[config.mk]
export PLATFORM = sky130hd
export DESIGN_NAME = vedic_stream_master
export DESIGN_NICKNAME = d
export VERILOG_FILES = /design/src/rtl/vedic_stream_master.sv
export SDC_FILE = /design/constraint.sdc
export NUM_CORES = 1
export LEC_CHECK = 0
export ABC_AREA = 1
export CAP_MARGIN = 10
export CORE_AREA = 2 2 50 52
export CTS_CLUSTER_SIZE = 20
export DETAILED_ROUTE_END_ITERATION = 10
export DIE_AREA = 0 0 52 54
export DONT_BUFFER_PORTS = 1
export PLACE_DENSITY = 0.73
export SLEW_MARGIN = 10
export SYNTH_ARGS = -nofsm -noshare
export SYNTH_HDL_FRONTEND = slang
export SYNTH_SLANG_ARGS = --single-unit
[constraint.sdc]
create_clock -name clk -period 2.2 [get_ports clk]
set_input_delay 0.33 -clock clk [delete_from_list [all_inputs] [get_ports clk]]
set_output_delay 0.33 -clock clk [all_outputs]
set_load 0.02 [all_outputs]
[src/rtl/vedic_stream_master.sv]
// vedic_stream_master: initiator-side handshake engine for the stream multipliers.
// Forks packed operand pairs onto the multiplier's A and B channels and tracks
// how many products are still awaiting a result. Results are collected into a
// 2-entry buffer toward the consumer.
// Optional feature: define VEDIC_MASTER_CHECK_EN to build a golden-model checker
// that compares each returned product with a*b and drives err / err_cnt.
module vedic_stream_master #(
  parameter int DATA_W          = 2,
  parameter int RES_W           = 2 * DATA_W,
  parameter int MAX_OUTSTANDING = 4
) (
  input  logic                clk,
  input  logic                arst_n,
  input  logic [2*DATA_W-1:0] s_op_tdata,
  input  logic                s_op_tvalid,
  output logic                s_op_tready,
  output logic [DATA_W-1:0]   m_a_tdata,
  output logic                m_a_tvalid,
  input  logic                m_a_tready,
  output logic [DATA_W-1:0]   m_b_tdata,
  output logic                m_b_tvalid,
  input  logic                m_b_tready,
  input  logic [RES_W-1:0]    s_result_tdata,
  input  logic                s_result_tvalid,
  output logic                s_result_tready,
  output logic [RES_W-1:0]    m_out_tdata,
  output logic                m_out_tvalid,
  input  logic                m_out_tready,
  output logic [3:0]          outstanding,
  output logic                err,
  output logic [7:0]          err_cnt
);

  logic              a_pend, b_pend;
  logic [DATA_W-1:0] a_q, b_q;
  logic              op_hs, a_hs, b_hs, issue_done;
  logic              res_hs, out_hs, dec;
  logic [3:0]        outstanding_nxt;

  logic [RES_W-1:0]  fifo_mem [2];
  logic              wr_ptr, rd_ptr;
  logic [1:0]        fifo_cnt;

  assign a_hs  = a_pend & m_a_tready;
  assign b_hs  = b_pend & m_b_tready;
  // The issue completes when every flag still pending clears on this edge.
  assign issue_done = (a_pend | b_pend) & (~a_pend | a_hs) & (~b_pend | b_hs);

  assign s_op_tready = arst_n & ~a_pend & ~b_pend &
                       (outstanding < 4'(MAX_OUTSTANDING));
  assign op_hs = s_op_tvalid & s_op_tready;

  assign m_a_tvalid = a_pend;
  assign m_b_tvalid = b_pend;
  assign m_a_tdata  = a_q;
  assign m_b_tdata  = b_q;

  assign s_result_tready = arst_n & (fifo_cnt != 2'd2);
  assign res_hs = s_result_tvalid & s_result_tready;
  // A result with nothing outstanding is spurious; the counter stays at 0.
  assign dec    = res_hs & (outstanding != 4'd0);

  assign m_out_tvalid = (fifo_cnt != 2'd0);
  assign m_out_tdata  = fifo_mem[rd_ptr];
  assign out_hs       = m_out_tvalid & m_out_tready;

  // Fork state: latch the pair and raise both pend flags; each clears on its own handshake.
  always_ff @(posedge clk or negedge arst_n) begin
    // NOTE: sequential state uses non-blocking assignments so every flop samples pre-edge values.
    if (!arst_n) begin
      a_pend <= 1'b0;
      b_pend <= 1'b0;
      a_q    <= '0;
      b_q    <= '0;
    end else if (op_hs) begin
      a_pend <= 1'b1;
      b_pend <= 1'b1;
      a_q    <= s_op_tdata[DATA_W-1:0];
      b_q    <= s_op_tdata[2*DATA_W-1:DATA_W];
    end else begin
      if (a_hs) a_pend <= 1'b0;
      if (b_hs) b_pend <= 1'b0;
    end
  end

  // Next value of the outstanding-product counter.
  always_comb begin
    // NOTE: default assignment first so no path leaves the signal unassigned and no latch is inferred.
    outstanding_nxt = outstanding;
    if (issue_done && !dec)      outstanding_nxt = outstanding + 4'd1;
    else if (dec && !issue_done) outstanding_nxt = outstanding - 4'd1;
  end

  // Outstanding-product counter register.
  always_ff @(posedge clk or negedge arst_n) begin
    if (!arst_n) outstanding <= 4'd0;
    else         outstanding <= outstanding_nxt;
  end

  // Two-entry result buffer; a full buffer refuses pushes even when popping.
  always_ff @(posedge clk or negedge arst_n) begin
    if (!arst_n) begin
      // NOTE: the buffer storage is reset here because m_out_tdata must read 0 while in reset.
      for (int i = 0; i < 2; i++) fifo_mem[i] <= '0;
      wr_ptr   <= 1'b0;
      rd_ptr   <= 1'b0;
      fifo_cnt <= 2'd0;
    end else begin
      if (res_hs) begin
        fifo_mem[wr_ptr] <= s_result_tdata;
        wr_ptr           <= ~wr_ptr;
      end
      if (out_hs) rd_ptr <= ~rd_ptr;
      case ({res_hs, out_hs})
        2'b10:   fifo_cnt <= fifo_cnt + 2'd1;
        2'b01:   fifo_cnt <= fifo_cnt - 2'd1;
        default: fifo_cnt <= fifo_cnt;
      endcase
    end
  end

`ifdef VEDIC_MASTER_CHECK_EN
  localparam int PW = (MAX_OUTSTANDING > 1) ? $clog2(MAX_OUTSTANDING) : 1;

  logic [RES_W-1:0] exp_mem [MAX_OUTSTANDING];
  logic [PW-1:0]    exp_wr, exp_rd;
  logic [RES_W-1:0] exp_prod;
  logic             chk_err;

  function automatic logic [PW-1:0] ptr_next(input logic [PW-1:0] p);
    return (p == PW'(MAX_OUTSTANDING - 1)) ? '0 : p + PW'(1);
  endfunction

  assign exp_prod = RES_W'(s_op_tdata[DATA_W-1:0]) * RES_W'(s_op_tdata[2*DATA_W-1:DATA_W]);
  // Spurious results and wrong products both count as errors.
  assign chk_err  = (res_hs & (outstanding == 4'd0)) |
                    (dec & (s_result_tdata != exp_mem[exp_rd]));

  // Expected-product storage; entries are only read behind a valid write pointer.
  always_ff @(posedge clk) begin
    if (op_hs) exp_mem[exp_wr] <= exp_prod;
  end

  // Checker pointers plus sticky error flag and saturating error counter.
  always_ff @(posedge clk or negedge arst_n) begin
    if (!arst_n) begin
      exp_wr  <= '0;
      exp_rd  <= '0;
      err     <= 1'b0;
      err_cnt <= 8'd0;
    end else begin
      if (op_hs) exp_wr <= ptr_next(exp_wr);
      if (dec)   exp_rd <= ptr_next(exp_rd);
      if (chk_err) begin
        err <= 1'b1;
        if (err_cnt != 8'hFF) err_cnt <= err_cnt + 8'd1;
      end
    end
  end
`else
  assign err     = 1'b0;
  assign err_cnt = 8'd0;
`endif

endmodule

== After elaboration in Yosys (flattened, before gate mapping) ==
Index checks and enable logic that the tools add are counted.

* Input port bits: 15
* Register bits after elaboration: 22
* Logic and storage cells: 66

* Add/sub/neg operators: 4
* Equal/unequal tests: 3
* Bitwise gates (word level): 21
* $lt $le $gt $ge: 4
* Reduce and logical (&&, ||, !) cells: 11
* Multiplexer cells: 13

{| class="wikitable"
|+ Operators with widths
! cell !! count
|-
| 4-bit two-way mux || 6
|-
| 1-bit AND || 12
|-
| 2-bit nonzero test || 5
|-
| 8-bit bitwise mux || 1
|-
| 4-bit by 1-bit adder with 4-bit output, second input constant || 1
|-
| 4-bit demux with 1-bit select || 1
|-
| 2-bit >= comparator, second input constant || 2
|-
| 4-bit by 3-bit less-than comparator with 1-bit output, second input constant || 1
|-
| 1-bit two-way mux || 4
|-
| 1-bit inverter || 4
|-
| 1-bit inverter with 2-bit output || 2
|-
| 2-bit case mux with 2 select lines || 1
|-
| 4-bit nonzero test || 1
|-
| 4-bit by 1-bit subtractor with 4-bit output, second input constant || 1
|-
| 1-bit logical AND || 3
|-
| 1-bit bitwise OR || 3
|-
| 2-bit by 1-bit adder with 2-bit output, second input constant || 1
|-
| 2-bit by 1-bit == test with 1-bit output, second input constant || 1
|-
| 2-bit == test, second input constant || 1
|-
| 1-bit logical NOT || 2
|-
| 2-bit by 1-bit less-than comparator with 1-bit output, second input constant || 1
|-
| 2-bit inequality test, second input constant || 1
|-
| 2-bit by 1-bit subtractor with 2-bit output, second input constant || 1
|}

== Depth between registers and ports, before layout ==
* Depth after elaboration: 8
* Depth in mapped cells: 13
* Gate-level depth less buffers: 13

== Worst setup path after synthesis ==
No wires, ideal clock.

* Path type: reg-to-reg
* Start point: reg fifo_cnt[0]
* End point: reg outstanding[3]
* Slack: -0.014 ns
* Period minus slack after synthesis: 2.214 ns
* Arrival: 2.097 ns
* Setup time: 0.117 ns
* Data required time: 2.083 ns
* Path buffers: 0
* Stages on the path, launching flop included: 13
* Path through: dfrtp_1 > inv_2 > a21oi_4 > nand2_4 > or2_1 > ha_1 > inv_1 > ha_1 > or2_2 > nand2_1 > nand2_1 > nand3_1 > nand2_1

* Longest elaborated chain between the ends: 7
* Elaborated cells on any way between the ends: 9
* Those cells by class: eq/ne: 1; mux: 1; bitwise: 3; reduce/logical: 4

{| class="wikitable"
|+ Ends and longest elaborated chain
! item !! line !! RTL
|-
| start, declared || 42 || <nowiki>logic [1:0] fifo_cnt;</nowiki>
|-
| start signal, assigned || 115 || <nowiki>2'b10: fifo_cnt <= fifo_cnt + 2'd1;</nowiki>
|-
| start signal, assigned || 116 || <nowiki>2'b01: fifo_cnt <= fifo_cnt - 2'd1;</nowiki>
|-
| start signal, assigned || 117 || <nowiki>default: fifo_cnt <= fifo_cnt;</nowiki>
|-
| 2-bit inequality test * || 58 || <nowiki>assign s_result_tready = arst_n & (fifo_cnt != 2'd2);</nowiki>
|-
| 1-bit AND * || 58 ||
|-
| net s_result_tready || 25 || <nowiki>output logic s_result_tready,</nowiki>
|-
| 1-bit AND * || 59 || <nowiki>assign res_hs = s_result_tvalid & s_result_tready;</nowiki>
|-
| 1-bit AND * || 61 || <nowiki>assign dec = res_hs & (outstanding != 4'd0);</nowiki>
|-
| 1-bit logical NOT || 90 || <nowiki>if (issue_done && !dec) outstanding_nxt = outstanding + 4'd1;</nowiki>
|-
| 1-bit logical AND || 90 ||
|-
| 4-bit two-way mux or 2-bit nonzero test (tied branches) || -- ||
|-
| end signal, assigned || 97 || <nowiki>else outstanding <= outstanding_nxt;</nowiki>
|-
| end, declared || 29 || <nowiki>output logic [3:0] outstanding,</nowiki>
|}

Mark *: on every way through the listed nets, which the timed path passes. The rest lies on a longest branch.
A chain may end at the register's enable or synchronous reset.

== Final worst setup path ==
* Start point: reg fifo_cnt[0]
* End point: reg outstanding[3]

* Longest elaborated chain between the ends: 7
* Elaborated cells on any way between the ends: 9
* Those cells by class: eq/ne: 1; mux: 1; bitwise: 3; reduce/logical: 4

{| class="wikitable"
|+ Ends and longest elaborated chain
! item !! line
|-
| 2-bit inequality test * || 58
|-
| 1-bit AND * || 58
|-
| 1-bit AND * || 59
|-
| 1-bit AND * || 61
|-
| 1-bit logical NOT || 90
|-
| 1-bit logical AND || 90
|-
| 4-bit two-way mux or 2-bit nonzero test (tied branches) || --
|}

Every way passes the cells marked *; elsewhere a longest branch is shown, timed or not.

==> reports/metrics.cfg <==
[finish]
area_growth_pct=11.3
nNetsFinal=176
utilization_pct=57.8
final_layout_size_suffix_gt1_share_pct=16.1
nFillCells=220
n_antenna_cell=0

[logic_synthesis]
synth.top_cell.area_share_pct=45.7
synth_edf_count=0
syn_area_um2=1200
synth_top_area_cell=dfrtp_1
ys_ff_latch=22
synth_most_common_cell=nand2_1
yosysWarnings=0
avgSynthCellArea_um2=8.55
synth.area.top_cells=dfrtp_1, nand2_1, buf_4
synth-seq-area-share_pct=45.7
synth_ff_type=dfrtp_1
ys_types=25
async_flop_share_pct=100
netlist_instances=141
synth_top_cells_by_count=nand2_1, dfrtp_1, inv_1

[route]
wirelength_mm=2.43
first_iter_violations=16
first_pass_iters=6
drc_errors=0
vias=931
routedWlPerCell_um=13.1
vias_per_cell=5.03
ant_nets=0

[placement]
routabilityCongestion=0.742
dpl.hpwl_mm=1.84
portBuffers=0

[critical_path]
slowest_stage=dfrtp_1
crit_type=register to register
crit_fanout=4
crit_top_cell=nand2_1
critPathLaunchType=register
worst-endpoint-required_ns=2.42
path_buf_inv=2
worstReg2RegEnd=outstanding[3]
critPathMaxStageDelay_ns=0.41
path_depth=12
path_cells=inv_2 -> a21oi_4 -> nand2_4 -> or2_1 -> ha_1 -> inv_2 -> ha_4 -> or2_2 -> nand2_1 -> nand2_1 -> nand3_1 -> nand2_1
cp-end-kind=register
worst_r2r_path_depth=12
rrSetupSlack_ns=0.15
r2r-start=fifo_cnt[0]
cpLargestDelayFamily=simple AND/OR/NAND/NOR gates
crit_arrival_ns=2.27

[timing]
slew_violations=0
setup_violations=0
fin_setup_tns_ns=0
min_period_ns=2.05
worstMarginPinSlew_ns=0.985
fmax_mhz=488
finalHoldViolations=0
rsz0062_at_grt=false
period_share_pct=93.2
max_slew_margin_pct=34.1
clock_skew_ns=0.00533

[floorplan]
die_w_um=52
rows=18
core_um2=2320
start_util_pct=51.9
design.portCount=41
die_h_um=54
dieArea_um2=2810

[pwr]
power.density_nw_per_um2=1640
swShare_pct=47.1
power_frac_seq_pct=35.3
p_leak_nw=0.707
p_total_mw=2.20
power_frac_comb_pct=54.6
vdd_drop_max_mv=0.855
pwr-share-clk_pct=10.1
power_switching_mw=1.04
p_int_mw=1.16

[clocking]
cts_buffer_depth=2
numCtsBuffers=3
htree_levels=1
cts_tree=done
clk_pin_slew_ns=0.12
clock_latency_ns=0.31
cts-root-buf=clkbuf_4
clock_sinks=22

[global_routing]
grt_pass1_wl_mm=4.15
gr-total-overflow=0
grt_pass1_vias=938
antenna_found_initial=0
grt_max_degree=23
grt_usage_pct=20.9

[hold_path]
min_from=m_a_tready
hold_class=input pin to register
min_delay_worst_endpoint=m_a_tvalid
holdPathStages=1

[status]
status=finished clean

[job]
cap_violations=0

==> metrics by stage <==
step	setup slack [ns]	cells	instance area (µm²)	hold WS [ns]
global route	0.0484	185	1340	0.102
floorplan	0.00194	149	1230	0.0344
CTS	0.0485	184	1320	0.0993
finish	0.149	185	1340	0.109
global placement	0.134	179	1270	0.0350
detailed placement	0.0616	179	1270	0.0349
==> metal layers <==
layer	vias to the layer above	wire (µm)	track usage [%]	share of wire (%)
met5	-	0	0	0
met4	0	45	10.5	1.9
met3	5	127	3.89	5.2
met2	22	1330	38.0	55
met1	448	931	23.5	38
li1	456	-	-	-
==> cells in the final DEF (no fill, tap or decap), types with 2 or more instances in the layout <==
master    Yosys  final
nand2_1      47     47
dfrtp_1      22     22
inv_1        15     14
buf_4         9     10
conb_1        1      9
o21ai_1       8      8
o21ai_0       4      4
nand4_1       4      4
inv_2         2      3
nor2_1        4      3
nand3_1       3      3
xnor2_1       3      3
ha_1          4      3
clkbuf_4      0      3
a21oi_1       2      2
nand3_4       2      2
xor2_1        2      2
==> area by class of cell <==
cell class	instances	area (µm²)	area share (%)
Clock buffer	4	36.3	2.71
Tap cell	30	37.5	2.80
Sequential cell	22	551	41.0
Multi-Input combinational cell	101	568	42.4
Timing Repair Buffer	11	85.1	6.34
Inverter	17	63.8	4.76
==> worst max path at each step <==
stage | start | end | slack [ns]
after global placement | fifo_cnt[0] | outstanding[3] | 0.13
after floorplan | fifo_cnt[0] | outstanding[3] | 0.002
final | fifo_cnt[0] | outstanding[3] | 0.15
after detailed placement | fifo_cnt[0] | outstanding[3] | 0.06
after CTS | fifo_cnt[0] | outstanding[3] | 0.05
after global routing | fifo_cnt[0] | outstanding[3] | 0.05
==> power by group through the flow <==
stage,logic (mW),registers [mW],clock network [mW]
2_1_floorplan,0.790,0.845,0
3_3_place_gp,1.09,0.767,0
3_5_place_dp,1.15,0.780,0
4_1_cts,1.16,0.773,0.232
5_1_grt,1.37,0.797,0.250
6_report,1.20,0.777,0.223
==> sequential cells by signal, indices dropped and copies added (netlist names) <==
register,cells
m_b_tvalid,1
rd_ptr,1
m_a_tvalid,1
outstanding,4
fifo_mem,8
m_b_tdata,2
m_a_tdata,2
fifo_cnt,2
wr_ptr,1
==> kinds of logic (layout without fill, tap and decap cells) <==
group,Yosys count,count (layout),share of synthesized area [%]
AOI/OAI and AO/OA,16,16,7.79
xor gates and xnor gates,5,5,3.64
adders and majority gates,5,5,5.82
buffers and inverters,26,32,10.9
DFF,22,22,45.7
other,1,9,0.311
and+or+nand+nor,66,66,25.9
==> timing repair <==
item,4_1_cts,5_1_grt
hold endpoints to repair,22,0
endpoints found under the setup margin,0,1
setup buffers,0,1
hold buffers,1,0
gates resized for setup,0,2
Power figures use the tool's default switching activity.
